--- src/rtl/div_unit_pkg.sv ---
// Shared RV32M divide-class encodings and opcode decode helpers for div_unit.
package div_unit_pkg;

   localparam int         REG_ADDR_W = 5;
   localparam logic [2:0] INST_DIV   = 3'b100;
   localparam logic [2:0] INST_DIVU  = 3'b101;
   localparam logic [2:0] INST_REM   = 3'b110;
   localparam logic [2:0] INST_REMU  = 3'b111;
   localparam logic [REG_ADDR_W-1:0] ZERO_REG = 5'd0;

   function automatic logic is_div_op(input logic [2:0] op);
      return (op == INST_DIV) || (op == INST_DIVU) || (op == INST_REM) || (op == INST_REMU);
   endfunction

   function automatic logic is_signed_op(input logic [2:0] op);
      return (op == INST_DIV) || (op == INST_REM);
   endfunction

   function automatic logic is_rem_op(input logic [2:0] op);
      return (op == INST_REM) || (op == INST_REMU);
   endfunction

endpackage

--- src/rtl/div_unit.sv ---
// Iterative restoring divider for DIV/DIVU/REM/REMU: one quotient bit per cycle,
// sign fix-up on the way into END, one-cycle result strobe with the captured rd.
module div_unit
   import div_unit_pkg::*;
#(
   parameter int XLEN = 32
) (
   input  logic                  clk,
   input  logic                  rst,
   input  logic                  start_i,
   input  logic [2:0]            op_i,
   input  logic [XLEN-1:0]       dividend_i,
   input  logic [XLEN-1:0]       divisor_i,
   input  logic [REG_ADDR_W-1:0] reg_waddr_i,
   input  logic                  cancel_i,
   output logic                  busy_o,
   output logic                  ready_o,
   output logic [XLEN-1:0]       result_o,
   output logic [REG_ADDR_W-1:0] reg_waddr_o
);

   typedef enum logic [1:0] {
      S_IDLE = 2'b00,
      S_CALC = 2'b01,
      S_END  = 2'b10
   } state_e;

   localparam int             CW         = $clog2(XLEN);
   localparam logic [CW-1:0]  LAST_COUNT = CW'(XLEN - 1);
   localparam logic [XLEN-1:0] DIV_ZERO_QUOT = {XLEN{1'b1}};

   function automatic logic [XLEN-1:0] neg_val(input logic [XLEN-1:0] v);
      return (~v) + {{(XLEN-1){1'b0}}, 1'b1};
   endfunction

   function automatic logic [XLEN-1:0] magnitude(input logic [XLEN-1:0] v, input logic sgn);
      return (sgn && v[XLEN-1]) ? neg_val(v) : v;
   endfunction

   state_e                state_q, state_d;
   logic [CW-1:0]         count_q, count_d;
   logic [2:0]            op_q, op_d;
   logic                  quot_neg_q, quot_neg_d;
   logic                  rem_neg_q, rem_neg_d;
   logic [XLEN-1:0]       dvd_q, dvd_d;
   logic [XLEN-1:0]       dsr_q, dsr_d;
   logic [XLEN-1:0]       rem_q, rem_d;
   logic                  busy_q, busy_d;
   logic                  ready_q, ready_d;
   logic [XLEN-1:0]       result_q, result_d;
   logic [REG_ADDR_W-1:0] waddr_q, waddr_d;

   logic [XLEN:0]         trial_s;
   logic [XLEN:0]         diff_s;
   logic                  qbit_s;
   logic [XLEN-1:0]       next_rem_s;
   logic [XLEN-1:0]       next_quot_s;
   logic                  signed_s;

   // Remainder stays below the divisor, so the XLEN+1-bit difference's MSB is a clean borrow.
   always_comb begin
      trial_s     = {rem_q, dvd_q[XLEN-1]};
      diff_s      = trial_s - {1'b0, dsr_q};
      qbit_s      = ~diff_s[XLEN];
      next_rem_s  = qbit_s ? diff_s[XLEN-1:0] : trial_s[XLEN-1:0];
      next_quot_s = {dvd_q[XLEN-2:0], qbit_s};
   end

   // Next-state, datapath and registered-output values.
   always_comb begin
      state_d    = state_q;
      count_d    = count_q;
      op_d       = op_q;
      quot_neg_d = quot_neg_q;
      rem_neg_d  = rem_neg_q;
      dvd_d      = dvd_q;
      dsr_d      = dsr_q;
      rem_d      = rem_q;
      busy_d     = busy_q;
      ready_d    = 1'b0;
      result_d   = {XLEN{1'b0}};
      waddr_d    = waddr_q;
      signed_s   = is_signed_op(op_i);
      case (state_q)
         S_IDLE: begin
            busy_d = 1'b0;
            if (start_i && !cancel_i && is_div_op(op_i)) begin
               op_d       = op_i;
               waddr_d    = reg_waddr_i;
               quot_neg_d = signed_s & (dividend_i[XLEN-1] ^ divisor_i[XLEN-1]);
               rem_neg_d  = signed_s & dividend_i[XLEN-1];
               dvd_d      = magnitude(dividend_i, signed_s);
               dsr_d      = magnitude(divisor_i, signed_s);
               rem_d      = {XLEN{1'b0}};
               count_d    = {CW{1'b0}};
               busy_d     = 1'b1;
               if (divisor_i == {XLEN{1'b0}}) begin
                  state_d  = S_END;
                  ready_d  = 1'b1;
                  result_d = is_rem_op(op_i) ? dividend_i : DIV_ZERO_QUOT;
               end else begin
                  state_d = S_CALC;
               end
            end else begin
               state_d = S_IDLE;
            end
         end
         S_CALC: begin
            if (cancel_i) begin
               state_d = S_IDLE;
               busy_d  = 1'b0;
            end else begin
               dvd_d   = next_quot_s;
               rem_d   = next_rem_s;
               count_d = count_q + CW'(1'b1);
               if (count_q == LAST_COUNT) begin
                  state_d = S_END;
                  ready_d = 1'b1;
                  if (is_rem_op(op_q)) begin
                     result_d = rem_neg_q ? neg_val(next_rem_s) : next_rem_s;
                  end else begin
                     result_d = quot_neg_q ? neg_val(next_quot_s) : next_quot_s;
                  end
               end else begin
                  state_d = S_CALC;
               end
            end
         end
         S_END: begin
            state_d = S_IDLE;
            busy_d  = 1'b0;
         end
         default: begin
            state_d = S_IDLE;
            busy_d  = 1'b0;
         end
      endcase
   end

   // State, datapath and output registers with synchronous reset.
   always_ff @(posedge clk) begin
      if (rst) begin
         state_q    <= S_IDLE;
         count_q    <= {CW{1'b0}};
         op_q       <= 3'b000;
         quot_neg_q <= 1'b0;
         rem_neg_q  <= 1'b0;
         dvd_q      <= {XLEN{1'b0}};
         dsr_q      <= {XLEN{1'b0}};
         rem_q      <= {XLEN{1'b0}};
         busy_q     <= 1'b0;
         ready_q    <= 1'b0;
         result_q   <= {XLEN{1'b0}};
         waddr_q    <= ZERO_REG;
      end else begin
         state_q    <= state_d;
         count_q    <= count_d;
         op_q       <= op_d;
         quot_neg_q <= quot_neg_d;
         rem_neg_q  <= rem_neg_d;
         dvd_q      <= dvd_d;
         dsr_q      <= dsr_d;
         rem_q      <= rem_d;
         busy_q     <= busy_d;
         ready_q    <= ready_d;
         result_q   <= result_d;
         waddr_q    <= waddr_d;
      end
   end

   assign busy_o      = busy_q;
   assign ready_o     = ready_q;
   assign result_o    = result_q;
   assign reg_waddr_o = waddr_q;

endmodule
--- config.mk ---
export PLATFORM = sky130hd
export DESIGN_NAME = div_unit
export DESIGN_NICKNAME = d
export VERILOG_FILES = /design/src/rtl/div_unit_pkg.sv /design/src/rtl/div_unit.sv
export SDC_FILE = /design/constraint.sdc
export NUM_CORES = 1
export LEC_CHECK = 0
export ABC_AREA = 1
export BUFFER_PORTS_ARGS = -buffer_cell sky130_fd_sc_hd__buf_2
export CAP_MARGIN = 40
export CORE_UTILIZATION = 55
export DETAILED_ROUTE_END_ITERATION = 10
export PLACE_DENSITY = 0.84
export SETUP_SLACK_MARGIN = 0.5
export SLEW_MARGIN = 10
export SYNTH_ARGS = -nofsm -noshare
export SYNTH_HDL_FRONTEND = slang
export SYNTH_SLANG_ARGS = --single-unit
--- constraint.sdc ---
create_clock -name clk -period 5.7 [get_ports clk]
set_input_delay 0.285 -clock clk [delete_from_list [all_inputs] [get_ports clk]]
set_output_delay 0.285 -clock clk [all_outputs]
set_load 0.01 [all_outputs]
==> results of run 1 <==
-- power by group through the flow --
stage | Clock, mW | Combinational, mW | Sequential, mW
after floorplan | 0 | 0.748 | 1.08
after global placement | 0 | 0.987 | 1.08
after detailed placement | 0 | 0.998 | 1.08
after CTS | 1.21 | 1.01 | 1.06
after global routing | 1.25 | 1.16 | 1.06
final | 1.21 | 1.04 | 1.06
-- final timing paths --
check | startpoint | to | slack [ns] | depth (start not counted)
max | dvd_q[31] | result_o[30] | 0.94 | 30
min | reg_waddr_i[2] | reg_waddr_o[2] | 0.06 | 3
max reg2reg | dvd_q[31] | result_o[30] | 0.94 | 30
min reg2reg | busy_o | busy_o | 0.47 | 2
-- cells in the final DEF (no fill, tap or decap), types with 33 or more instances in the layout --
| cell | Yosys | layout |
|---|---|---|
| nand2_2 | 33 | 33 |
| a31oi_1 | 38 | 38 |
| nor2_1 | 192 | 188 |
| ha_1 | 38 | 38 |
| buf_2 | 3 | 113 |
| a21oi_1 | 155 | 155 |
| nand2_1 | 547 | 547 |
| o21ai_0 | 132 | 132 |
| dfxtp_1 | 145 | 145 |
| inv_1 | 259 | 259 |
| nor3_1 | 39 | 39 |
| nand3_1 | 133 | 133 |
-- worst register-to-register path: cells and delay by family (launching register included) --
family	cells	cell delay [ns]
and+or+nand+nor	19	2.44
adders and majority gates	3	0.86
AOI/OAI and AO/OA	4	0.62
DFF	1	0.35
buffers and inverters	3	0.26
xor gates and xnor gates	1	0.19
-- registers in the layout (all words and copies together) (netlist names) --
name	flops
op_q	2
reg_waddr_o	5
busy_o	1
count_q	5
state_q	2
result_o	32
rem_q	32
rem_neg_q	1
dvd_q	32
quot_neg_q	1
dsr_q	32
-- cells by family (layout without fill, tap and decap cells) --
kind of cell | Yosys count | count (layout)
and+or+nand+nor | 1042 | 1043
AOI/OAI and AO/OA | 388 | 388
buffers and inverters | 340 | 423
DFF | 145 | 145
xor gates and xnor gates | 51 | 51
adders and majority gates | 39 | 39
-- cells in the mapped netlist, types with 10 or more instances --
cell type,number
or2_2,11
clkbuf_1,60
nor4_1,14
xor2_1,22
ha_1,38
nor3_1,39
nand4_1,19
nand3b_1,15
nor2_1,192
a21oi_1,155
dfxtp_1,145
nand2_1,547
nor2_2,10
a31oi_1,38
xnor2_1,29
inv_1,259
nand2_4,10
o21ai_0,132
nand3_1,133
nand2_2,33
-- stage by stage --
step	hold slack, ns	power, mW
after floorplan	0.420	1.82
after global placement	0.451	2.07
final	0.0639	3.31
after global routing	0.0727	3.48
after CTS	0.0634	3.27
after detailed placement	0.459	2.08
-- final cells by class --
type	instances	area, um^2
fillers	2060	7880
well taps	275	344
flip-flops and latches	145	2900
repair buffers	127	691
clock buffers	18	429
clock inverters	14	178
inverters	264	991
multi-input cells	1521	7740
-- metal layers --
layer  GRT usage, %  up-vias  share of wire (%)
met5              0        -                  0
met4           12.7        0                2.9
met3           3.67       87                8.3
met2           55.8      648                 44
met1           50.0     6131                 45
li1               -     6655                  -
==> results.md, run 1 <==
* Total grt overflow at 0
* IR drop worst, VDD at 0.000212 V
* Initial Utilization at 56.4%
* Worst-path clk slew at 0.07 ns
* Postcts setup bufs at 0
* Nets at 2191
* Post-Syn Area at 11900 um^2
* DP HPWL at 29000 um
* RSZ-0062 raised after global routing: no
* Drt pass-1 iters at 5
* Final period utilization at 83.5%
* Detail Route Antenna Nets at 0
* Area Overhead vs Synth at 11.3%
* Antenna Cells at 0
* Die Area at 22300 um^2
* Measured slew at the worst slew-check pin at 0.991 ns
* Seq cells post-synth at 145
* Vias in the first global route at 12200
* Syn Nets at 2120
* Share of cells above drive strength 1 at 12.3%
* Setup Crit Path Kind: reg2reg
* Port-buffer cells at 114
* Initial antenna violation count at 0
* Avg Inst Size Synth at 5.95 um^2
* Critical path fanouts, max at 15
* Dominant cell type by area after synthesis: dfxtp_1
* Max frequency at 210 MHz
* Status: complete, no violations
* CTS resizes at 0
* Largest family of logic cells by synthesized area: simple AND/OR/NAND/NOR gates
* Max cap viols at 0
* Clk_lat worst skew at 0.45 ns
* Clock Skew at 0.0141 ns
* Comb pwr share at 31.4%
* I/O Pins at 115
* Top_reg_cell synth: dfxtp_1
* Fin util at 62.7%
* Slew HR at 33.8%
* Warning count from the yosys run at 0
* Nature of the critical path endpoint: register
* Sum of negative setup slack at 0 ns
* Synth async-reset ratio at 0%
* WP data arrival at 5.13 ns
* Routed wire per std cell at 16.5 um
* Routed vias at 13500
* Placed instance area at 12600 um^2
* Vias per cell at 5.72
* Cts bufs inserted at 17
* Design Area, Final at 13300 um^2
* Final Critical Period at 4.76 ns
* Psw at 1.26 mW
* Global-route wire length before repair at 62000 um
* Hold Buf Count CTS at 0
* Routability-driven placement congestion ratio at 0.962
* Switch share at 38.0%
* Setup WS pre-CTS at 0.901 ns
* Pwr Density at 249 nW/um^2
* TritonCTS clock tree: done
* Synth top area cells: dfxtp_1, nand2_1, inv_1
* Slowest Stage Delay on Critical Path at 0.41 ns
* Worst min-delay path category: in2reg
* Die Y at 149 um
* Post-synth EDFFs at 0
* Xor/xnor cell area share of the yosys netlist at 3.75%
* Yosys cell types at 55
* Post-Synth Adder-Cell Area at 4.16%
* Worst Setup Start Kind: register
* Final hold vios at 0
* DRT Wirelength at 38900 um
* CTS root buffer: clkbuf_16
* Leak at 6.45 nW
* Non-filler cells, final at 2364
* Post-Synth Simple-Gate Area at 38.4%
* Sequential cell area fraction in the yosys report at 24.3%
* Cell repeated most along the worst path: nand2_1
* Core footprint at 21200 um^2
* Reg power frac at 32.0%
* Slowest-stage cell, CP: fa_1
* Cells after DPL at 2331
* Critical path's top delay family: simple AND/OR/NAND/NOR gates
* Share of the synthesized area in the top cell type at 24.3%
* Post-Syn Instances at 2005
* Final worst slack at 0.938 ns
* Die W at 149 um
* Critical path data required time at 6.07 ns
* DR iter-0 viols at 1423
* Longest Clk Path Bufs at 2
* Multiplexer share of the synthesized area at 0%
* # clock sinks at 145
* Total GRT Usage at 35.5%
* Pin count of the biggest net entering global routing at 66
* Drt drc at 0
* Htree depth at 4
* CP bufs+invs at 3
* Total internal power at 2.05 mW
* Synth Area in Compound Gates at 18.1%
* FP Rows at 53
* Pins over their slew limit at 0
* Finish-stage setup viols at 0
* Clock power share at 36.5%
Note: power is estimated with default switching activity, not from simulation.
==> run 2, diff against run 1 <==
- ABC_AREA: 1 -> 0
- clock period: 5.7 -> 4.5 ns (I/O delays scaled with it)
==> results.md, run 2 <==
* Top Usage Layer GRT: met2
* Clk_lat worst skew at 0.44 ns
* Port-buffer cells at 114
* I/O Pins at 115
* Routability-driven placement congestion ratio at 0.946
* Antenna Cells at 0
* Pwr Density at 303 nW/um^2
* Slowest Stage Delay on Critical Path at 0.37 ns
* Initial Utilization at 56.7%
* Routed vias at 11700
* DR iter-0 viols at 1245
* Max cap viols at 0
* # clock sinks at 145
* Slew HR at 40.7%
* TritonCTS clock tree: done
* Final worst slack at 0.409 ns
* Synth top area cells: dfxtp_1, xnor2_1, nand2_1
* Commonest non-fill, non-tap cell in the layout: nand2_1
* R2r endpoint: result_o[30]
* Pin count of the biggest net entering global routing at 68
* Post-synth EDFFs at 0
* Worst Setup Start Kind: register
* Top_reg_cell synth: dfxtp_1
* Die Y at 142 um
* DRT Wirelength at 34100 um
* Die W at 142 um
* Met1 Resource Use GR at 41.5%
* Dominant cell type by area after synthesis: dfxtp_1
* Setup Crit Path Kind: reg2reg
* Worst min-delay path category: in2reg
* Area Overhead vs Synth at 20.2%
* Register area at 2930 um^2
* Final period utilization at 90.9%
* Drt pass-1 iters at 8
* Die Area at 20000 um^2
* Finish-stage setup viols at 0
* RSZ-0062 raised after global routing: yes
* Hold path cells at 3
* Beginning of the worst register-to-register path: dvd_q[31]
* Sequential cell area fraction in the yosys report at 27.1%
* Nature of the critical path endpoint: register
* Final Critical Period at 4.09 ns
* GR Layer Usage met2 at 55.5%
* Cell with the most instances after synthesis: nand2_1
* WP data arrival at 4.39 ns
* Synth async-reset ratio at 0%
* Critical path data required time at 4.80 ns
* Leak at 4.98 nW
* Cells after DPL at 1780
* Non-filler cells, final at 1832
* Max frequency at 244 MHz
* Worst Reg-to-Reg Cells at 21
* Fin util at 68.2%
* Worst hold start: reg_waddr_i[0]
* Drt drc at 0
* Total GRT Usage at 33.5%
* Nets at 1674
* Critical path fanouts, max at 5
* Longest Clk Path Bufs at 2
* Vias per cell at 6.37
* Register-to-Register Setup Slack at 0.41 ns
* Share of the synthesized area in the top cell type at 27.1%
* Hold endpoint: reg_waddr_o[0]
* Cts bufs inserted at 17
* FP Rows at 50
* Core footprint at 18900 um^2
* Routed wire per std cell at 18.6 um
* Sum of negative setup slack at 0 ns
* Share of cells above drive strength 1 at 19.8%
* Post-Syn Area at 10700 um^2
* Yosys cell types at 79
* Total grt overflow at 0
* Setup WS pre-CTS at 0.0405 ns
* Top cells by count, synth: nand2_1, nor2_1, dfxtp_1
* Avg Inst Size Synth at 7.33 um^2
* Clock Skew at 0.00926 ns
* Seq cells post-synth at 145
* Detail Route Antenna Nets at 0
* Global-route wire length before repair at 53700 um
* Highest-count cells in the layout ignoring fill and taps: nand2_1, nor2_1, dfxtp_1, buf_2, a21oi_1
* GR Layer Usage met3 at 5.67%
* Vias in the first global route at 10800
* CP cell instances: inv_2 > ha_4 > fa_2 > nand2b_4 > a21oi_4 > o21ba_4 > a21bo_4 > a211oi_4 > xnor2_4 > inv_4 > nor2_2 > a21oi_4 > ha_4 > nand2_2 > nor3_4 > nand3_2 > o311a_1 > or3_4 > o31ai_4 > xnor2_1 > o21ai_1
* Worst hold slack at 0.0264 ns
* IR drop worst, VDD at 0.000288 V
* Measured slew at the worst slew-check pin at 0.890 ns
* Syn Nets at 1576
* Status: complete, no violations
* Post-Syn Instances at 1461
* Slowest-stage cell, CP: or3_4
* DP HPWL at 23700 um
* Pins over their slew limit at 0
* Final hold vios at 0
* CTS root buffer: clkbuf_16
* Warning count from the yosys run at 0
* Number of fillers in the final layout at 1608
* Htree depth at 4
* Initial antenna violation count at 0
* Worst-path clk slew at 0.07 ns
* Multi-input gate area at 7810 um^2
-- run 2: power by group --
part	switching [mW]	total [mW]	internal, mW
Combinational	0.654	1.08	0.429
Clock	0.626	1.47	0.843
Sequential	0.0307	1.34	1.31
-- run 2: how the worst max path moves through the flow --
stage / to / start / slack [ns]
after floorplan: result_o[30] / dsr_q[18] / 0.18
after global placement: result_o[30] / rem_q[12] / 0.14
after detailed placement: result_o[30] / dvd_q[31] / 0.04
after CTS: result_o[30] / rem_q[2] / 0.44
after global routing: result_o[30] / dsr_q[20] / 0.23
final: result_o[30] / dvd_q[31] / 0.41
-- run 2: area by class of cell --
cell class / instances / share of cell area (%)
tap: 260 / 2.53
clock inverter: 13 / 1.19
timing repair inverter: 1 / 0.0583
multi-input combinational: 1182 / 60.6
inverter: 46 / 1.36
sequential: 145 / 22.7
timing repair buffer: 166 / 8.07
clock buffer: 19 / 3.44
-- run 2: kinds of logic (layout without fill, tap and decap cells) --
family,after synthesis,after routing,share of synthesized area [%]
and+or+nand+nor,530,530,23.1
adders and majority gates,39,39,4.63
buffers and inverters,134,245,4.89
xor gates and xnor gates,142,142,11.7
AOI/OAI and AO/OA,458,458,27.4
DFF,145,145,27.1
muxes,13,13,1.23
-- run 2: critical path, delay by kind of cell (launching register included) --
| kind | cells | cell delay, ns |
|---|---|---|
| AOI/OAI and AO/OA | 8 | 1.62 |
| adders and majority gates | 3 | 0.54 |
| DFF | 1 | 0.34 |
| buffers and inverters | 2 | 0.22 |
| xor gates and xnor gates | 2 | 0.27 |
| and+or+nand+nor | 6 | 0.95 |
-- run 2: repair_timing --
action | 4_1_cts | 5_1_grt
buffers inserted | 9 | 9
gates cloned | 1 | 1
endpoints found under the setup margin | 15 | 16
hold endpoints to repair | 0 | 0
hold buffers | 0 | 0
gates resized for setup | 36 | 58
pin swaps | 10 | 13
-- run 2: per-stage QoR --
stage / area [um^2] / total power [mW]
floorplan: 10900 / 2.05
global placement: 11600 / 2.28
detailed placement: 11700 / 2.30
CTS: 12500 / 3.80
global route: 12900 / 4.03
finish: 12900 / 3.90
-- run 2: per-layer routing --
metal | vias to the layer above | wire length, um
li1 | 5447 | -
met1 | 5445 | 13600
met2 | 642 | 16100
met3 | 142 | 2700
met4 | 0 | 1650
met5 | - | 0
